$ cat config.mk
export PLATFORM = sky130hd
export DESIGN_NAME = mem_port_arbiter
export DESIGN_NICKNAME = d
export VERILOG_FILES = /design/src/rtl/mem_port_arbiter.sv
export SDC_FILE = /design/constraint.sdc
export NUM_CORES = 1
export LEC_CHECK = 0
export ABC_AREA = 1
export ABC_CLOCK_PERIOD_IN_PS = 2150
export CORE_MARGIN = 10
export CORE_UTILIZATION = 32
export DETAILED_ROUTE_END_ITERATION = 7
export GPL_TIMING_DRIVEN = 0
export PLACE_DENSITY = 0.8
export SYNTH_ARGS = -nofsm -noshare
export SYNTH_HDL_FRONTEND = slang
export SYNTH_SLANG_ARGS = --single-unit
export TNS_END_PERCENT = 50
$ cat constraint.sdc
create_clock -name clk -period 2.15 [get_ports clk]
set_clock_uncertainty 0.2 [all_clocks]
set_input_delay 0.215 -clock clk [delete_from_list [all_inputs] [get_ports clk]]
set_output_delay 0.215 -clock clk [all_outputs]
set_load 0.005 [all_outputs]
$ cat src/rtl/mem_port_arbiter.sv
// rtl/mem_port_arbiter.sv - shares one memory port between fetch and mem stage, one transaction in flight.
// Define ARB_RR_EN for round-robin grants when both stages request; otherwise data wins.
module mem_port_arbiter #(
  parameter int ADDR_W = 32,
  parameter int DATA_W = 32
) (
  input  logic                clk,
  input  logic                rst,
  input  logic                inst_req,
  input  logic [ADDR_W-1:0]   inst_addr,
  output logic                inst_addr_ok,
  output logic                inst_data_ok,
  output logic [DATA_W-1:0]   inst_rdata,
  input  logic                data_req,
  input  logic                data_wr,
  input  logic [DATA_W/8-1:0] data_wstrb,
  input  logic [ADDR_W-1:0]   data_addr,
  input  logic [DATA_W-1:0]   data_wdata,
  output logic                data_addr_ok,
  output logic                data_data_ok,
  output logic [DATA_W-1:0]   data_rdata,
  output logic                mem_req,
  output logic                mem_wr,
  output logic [DATA_W/8-1:0] mem_wstrb,
  output logic [ADDR_W-1:0]   mem_addr,
  output logic [DATA_W-1:0]   mem_wdata,
  input  logic                mem_addr_ok,
  input  logic                mem_data_ok,
  input  logic [DATA_W-1:0]   mem_rdata,
  output logic                stall_by_iram,
  output logic                stall_by_dram
);
  localparam int STRB_W = DATA_W / 8;

  typedef enum logic [1:0] {ST_IDLE, ST_ADDR, ST_DATA} state_e;

  state_e              state_q, state_d;
  logic                owner_q, owner_d;
  logic                wr_q, wr_d;
  logic [STRB_W-1:0]   wstrb_q, wstrb_d;
  logic [ADDR_W-1:0]   addr_q, addr_d;
  logic [DATA_W-1:0]   wdata_q, wdata_d;
  logic                grant_data;
  logic                addr_ok;
  logic                data_ok;

`ifdef ARB_RR_EN
  logic last_owner_q, last_owner_d;

  // On a tie, hand the port to whoever did not have it last.
  always_comb begin
    grant_data = data_req;
    if (data_req && inst_req) grant_data = ~last_owner_q;
  end

  always_comb begin
    last_owner_d = last_owner_q;
    if (state_q == ST_IDLE && (data_req || inst_req)) last_owner_d = grant_data;
  end

  always_ff @(posedge clk or posedge rst) begin
    if (rst) last_owner_q <= 1'b0;
    else     last_owner_q <= last_owner_d;
  end
`else
  // The mem-stage access is older than the fetch, so it goes first.
  assign grant_data = data_req;
`endif

  always_comb begin
    state_d = state_q;
    owner_d = owner_q;
    wr_d    = wr_q;
    wstrb_d = wstrb_q;
    addr_d  = addr_q;
    wdata_d = wdata_q;
    addr_ok = 1'b0;
    data_ok = 1'b0;
    case (state_q)
      ST_IDLE: begin
        if (data_req || inst_req) begin
          state_d = ST_ADDR;
          owner_d = grant_data;
          if (grant_data) begin
            wr_d    = data_wr;
            wstrb_d = data_wstrb;
            addr_d  = data_addr;
            wdata_d = data_wdata;
          end else begin
            wr_d    = 1'b0;
            wstrb_d = '0;
            addr_d  = inst_addr;
          end
        end
      end
      ST_ADDR: begin
        if (mem_addr_ok) begin
          addr_ok = 1'b1;
          if (mem_data_ok) begin
            data_ok = 1'b1;
            state_d = ST_IDLE;
          end else begin
            state_d = ST_DATA;
          end
        end
      end
      ST_DATA: begin
        if (mem_data_ok) begin
          data_ok = 1'b1;
          state_d = ST_IDLE;
        end
      end
      default: state_d = ST_IDLE;
    endcase
  end

  always_ff @(posedge clk or posedge rst) begin
    if (rst) begin
      state_q <= ST_IDLE;
      owner_q <= 1'b0;
      wr_q    <= 1'b0;
      wstrb_q <= '0;
      addr_q  <= '0;
      wdata_q <= '0;
    end else begin
      state_q <= state_d;
      owner_q <= owner_d;
      wr_q    <= wr_d;
      wstrb_q <= wstrb_d;
      addr_q  <= addr_d;
      wdata_q <= wdata_d;
    end
  end

  assign mem_req      = (state_q == ST_ADDR);
  assign mem_wr       = wr_q;
  assign mem_wstrb    = wstrb_q;
  assign mem_addr     = addr_q;
  assign mem_wdata    = wdata_q;

  assign inst_addr_ok = addr_ok & ~owner_q;
  assign data_addr_ok = addr_ok & owner_q;
  assign inst_data_ok = data_ok & ~owner_q;
  assign data_data_ok = data_ok & owner_q;
  assign inst_rdata   = mem_rdata;
  assign data_rdata   = mem_rdata;

  assign stall_by_iram = inst_req & ~inst_data_ok;
  assign stall_by_dram = data_req & ~data_data_ok;
endmodule

==> results by group <==
Pwr
  • Comb power frac: 0.481
  • Switching power of the nets: 0.00264 W
  • PD cells: 1110 nW/um2
  • Switch share: 0.343
  • Sequential power share: 0.304
  • Static Leak: 3.46 nW
  • Clock network power share: 0.215
  • Peak VDD IR: 0.441 mV
  • Int Pwr: 0.00505 W

Clock network
  • Hold Buf Count CTS: 0
  • CTS sink cnt: 72
  • CTS tree: done
  • Worst-Skew Late Latency: 320 ps
  • Longest Clk Path Bufs: 2
  • Clk root buf: clkbuf_16
  • Num CTS Buffers: 9
  • Clk slew on worst S/H paths: 60 ps
  • H-tree depth: 3

Worst setup path
  • Worst r2r src: state_q[0]
  • Startpoint types: flop
  • Crit Reg-Reg Endpoint: mem_wdata[21]
  • CP cell instances: buf_4, ha_4, nand2_2, nor2_1, clkdlybuf4s50_1
  • Worst path bufs/invs: 2
  • CP delay by family, top: buffers and inverters
  • CP required: 1740 ps
  • Setup slack, reg-to-reg: 450 ps
  • Crit path max fanout: 4
  • Crit path capture type: output pin
  • Crit-path slowest cell: clkdlybuf4s50_1
  • Slowest stage delay, CP: 510 ps
  • Worst EP arrival: 1630 ps
  • Setup CP Type: reg2out
  • R2r worst-path depth: 6

Global route
  • Grt ovf: 0
  • Vias in the first global route: 4169
  • First-pass GRT wire length: 22200 um
  • Antenna violations before repair: 0
  • Largest net degree at the start of global routing: 43
  • Total global-route track usage: 0.168

Floorplan
  • Die width: 130 um
  • IO Count: 279
  • Die H: 130 um
  • Die area: 16900 um2
  • # rows: 40
  • Initial Util: 0.324
  • Core ar.: 12000 um2

Timing
  • Slew HR: 0.520
  • Fin. Hold Viols: 0
  • Final number of max-transition violations: 0
  • Endpoints failing setup: 0
  • Setup ws final: 101 ps
  • Unrepaired setup endpoints after global routing: no
  • F_max: 488 MHz
  • Period utilization: 0.953
  • Slew @ Worst Pin: 718 ps
  • Final min period: 2050 ps
  • Post-route setup TNS: 0 ps

Detailed routing
  • Vias: 4015
  • Via/cell ratio: 4.37
  • Initial DRC count: 201
  • Routed Antenna Nets: 0
  • Pre-antenna DRT Iters: 6
  • DRC: 0
  • Drt total wl: 14800 um
  • Routed len/inst: 16.1 um

Logic synthesis
  • Register area share after synthesis: 0.465
  • Synth Area per Inst: 7.67 um2
  • Synthesis Warnings: 0
  • Top cells by count, synth: nand2_1, dfrtp_1, buf_4, inv_1, nand3_1
  • Top-area cell type share of the netlist area: 0.465
  • Main synth FF type: dfrtp_1
  • Cells after Synth: 506
  • Cell taking the most area after synthesis: dfrtp_1
  • #FFs+latches synth: 72
  • Post-synth ARST share: 1.00
  • Most frequent cell after synthesis: nand2_1
  • Post-synth EDFFs: 0
  • Mapped cell area: 3880 um2
  • Distinct cells, synth: 16
  • Post-Syn Nets: 648
  • Area contributors post-synth: dfrtp_1, nand2_1, buf_4

Layout
  • Antenna cells: 0
  • Fraction of layout cells with a size suffix above 1: 0.150
  • Layout area overhead: 78.0%
  • Layout Utilization: 0.577
  • Fin cells: 919
  • Layout Nets: 909
  • Design area: 6910 um2

Status
  • Status: completed

Placed design
  • Final GP Congestion: 0.811
  • DP Wirelength: 12000 um
  • Area after DPL: 6550 um2
  • Dpl cells: 900
  • Post-place setup slack: -230 ps
  • I/O Buffers: 246

Run
  • Maxcap violations: 0

Min path
  • Worst hold path type: in2async
-- power by group through the flow --
stage                     logic [W]  registers [W]  clock network, W
after floorplan             0.00146        0.00240                 0
after global placement      0.00363        0.00233                 0
after detailed placement    0.00369        0.00236                 0
after CTS                   0.00376        0.00234           0.00170
after global routing        0.00408        0.00242           0.00174
final                       0.00370        0.00234           0.00165
-- registers in the layout (all words and copies together) (netlist names) --
signal and cells:
mem_addr 32, mem_wdata 32, mem_wstrb 4, state_q 2, mem_wr 1, owner_q 1
-- stage by stage --
stage	hold WS, ps	power, W
CTS	159	0.00780
detailed placement	258	0.00605
global placement	253	0.00597
finish	144	0.00769
global route	194	0.00824
floorplan	148	0.00386
-- area by class of cell --
class | instances | area [um2]
Inverter | 45 | 173
Sequential cell | 72 | 1800
Timing Repair Buffer | 250 | 2490
Multi-Input combinational cell | 300 | 1270
Buffer | 89 | 658
Tap cell | 147 | 184
Clock inverter | 7 | 103
Clock buffer | 9 | 225
Fill cell | 1068 | 5060
-- cells by family after synthesis --
group	share of synthesized area
adders and majority gates	0.00968
AOI/OAI and AO/OA	0.0474
buffers and inverters	0.213
and+or+nand+nor	0.265
DFF	0.465
-- how the worst max path moves through the flow --
stage / cells after the start / slack (ps) / to / startpoint
2_1_floorplan: 7 / 680 / stall_by_dram / state_q[1]
3_3_place_gp: 6 / -250 / stall_by_dram / data_req
3_5_place_dp: 6 / -230 / stall_by_dram / data_req
4_1_cts: 8 / 30 / stall_by_iram / state_q[0]
5_1_grt: 7 / 20 / inst_data_ok / state_q[0]
6_report: 5 / 100 / inst_addr_ok / state_q[0]
-- per-layer routing --
metal / global-route usage / routed length [um] / vias to the layer above
met4: 0.0522 / 175 / 0
met5: 0 / 0 / -
met1: 0.187 / 5480 / 1862
met3: 0.0568 / 1350 / 14
met2: 0.296 / 7790 / 140
li1: - / - / 1999
-- cell usage in the layout (no fill, tap or decap), drive strengths merged --
cell and instances:
nor2 6, nand2 216, dlygate4sd2 3, dfrtp 72, nand3 39, clkinvlp 2
buf 88, clkdlybuf4s50 241, o21ai 36, bufinv 2, ha 3, inv 46
clkbuf 16, clkinv 2
-- worst register-to-register path, delay by kind of cell, from the launching register on --
kind	cells	cell delay [ps]
and+or+nand+nor	2	180
adders and majority gates	1	230
buffers and inverters	3	640
DFF	1	390
-- what timing repair did --
action,CTS,global route
hold endpoints to repair,0,0
setup endpoints to repair,6,5
gates resized for setup,11,6
pin swaps,0,1
buffers inserted,2,1
cloned,0,0
Note: power is estimated with default switching activity, not from simulation.
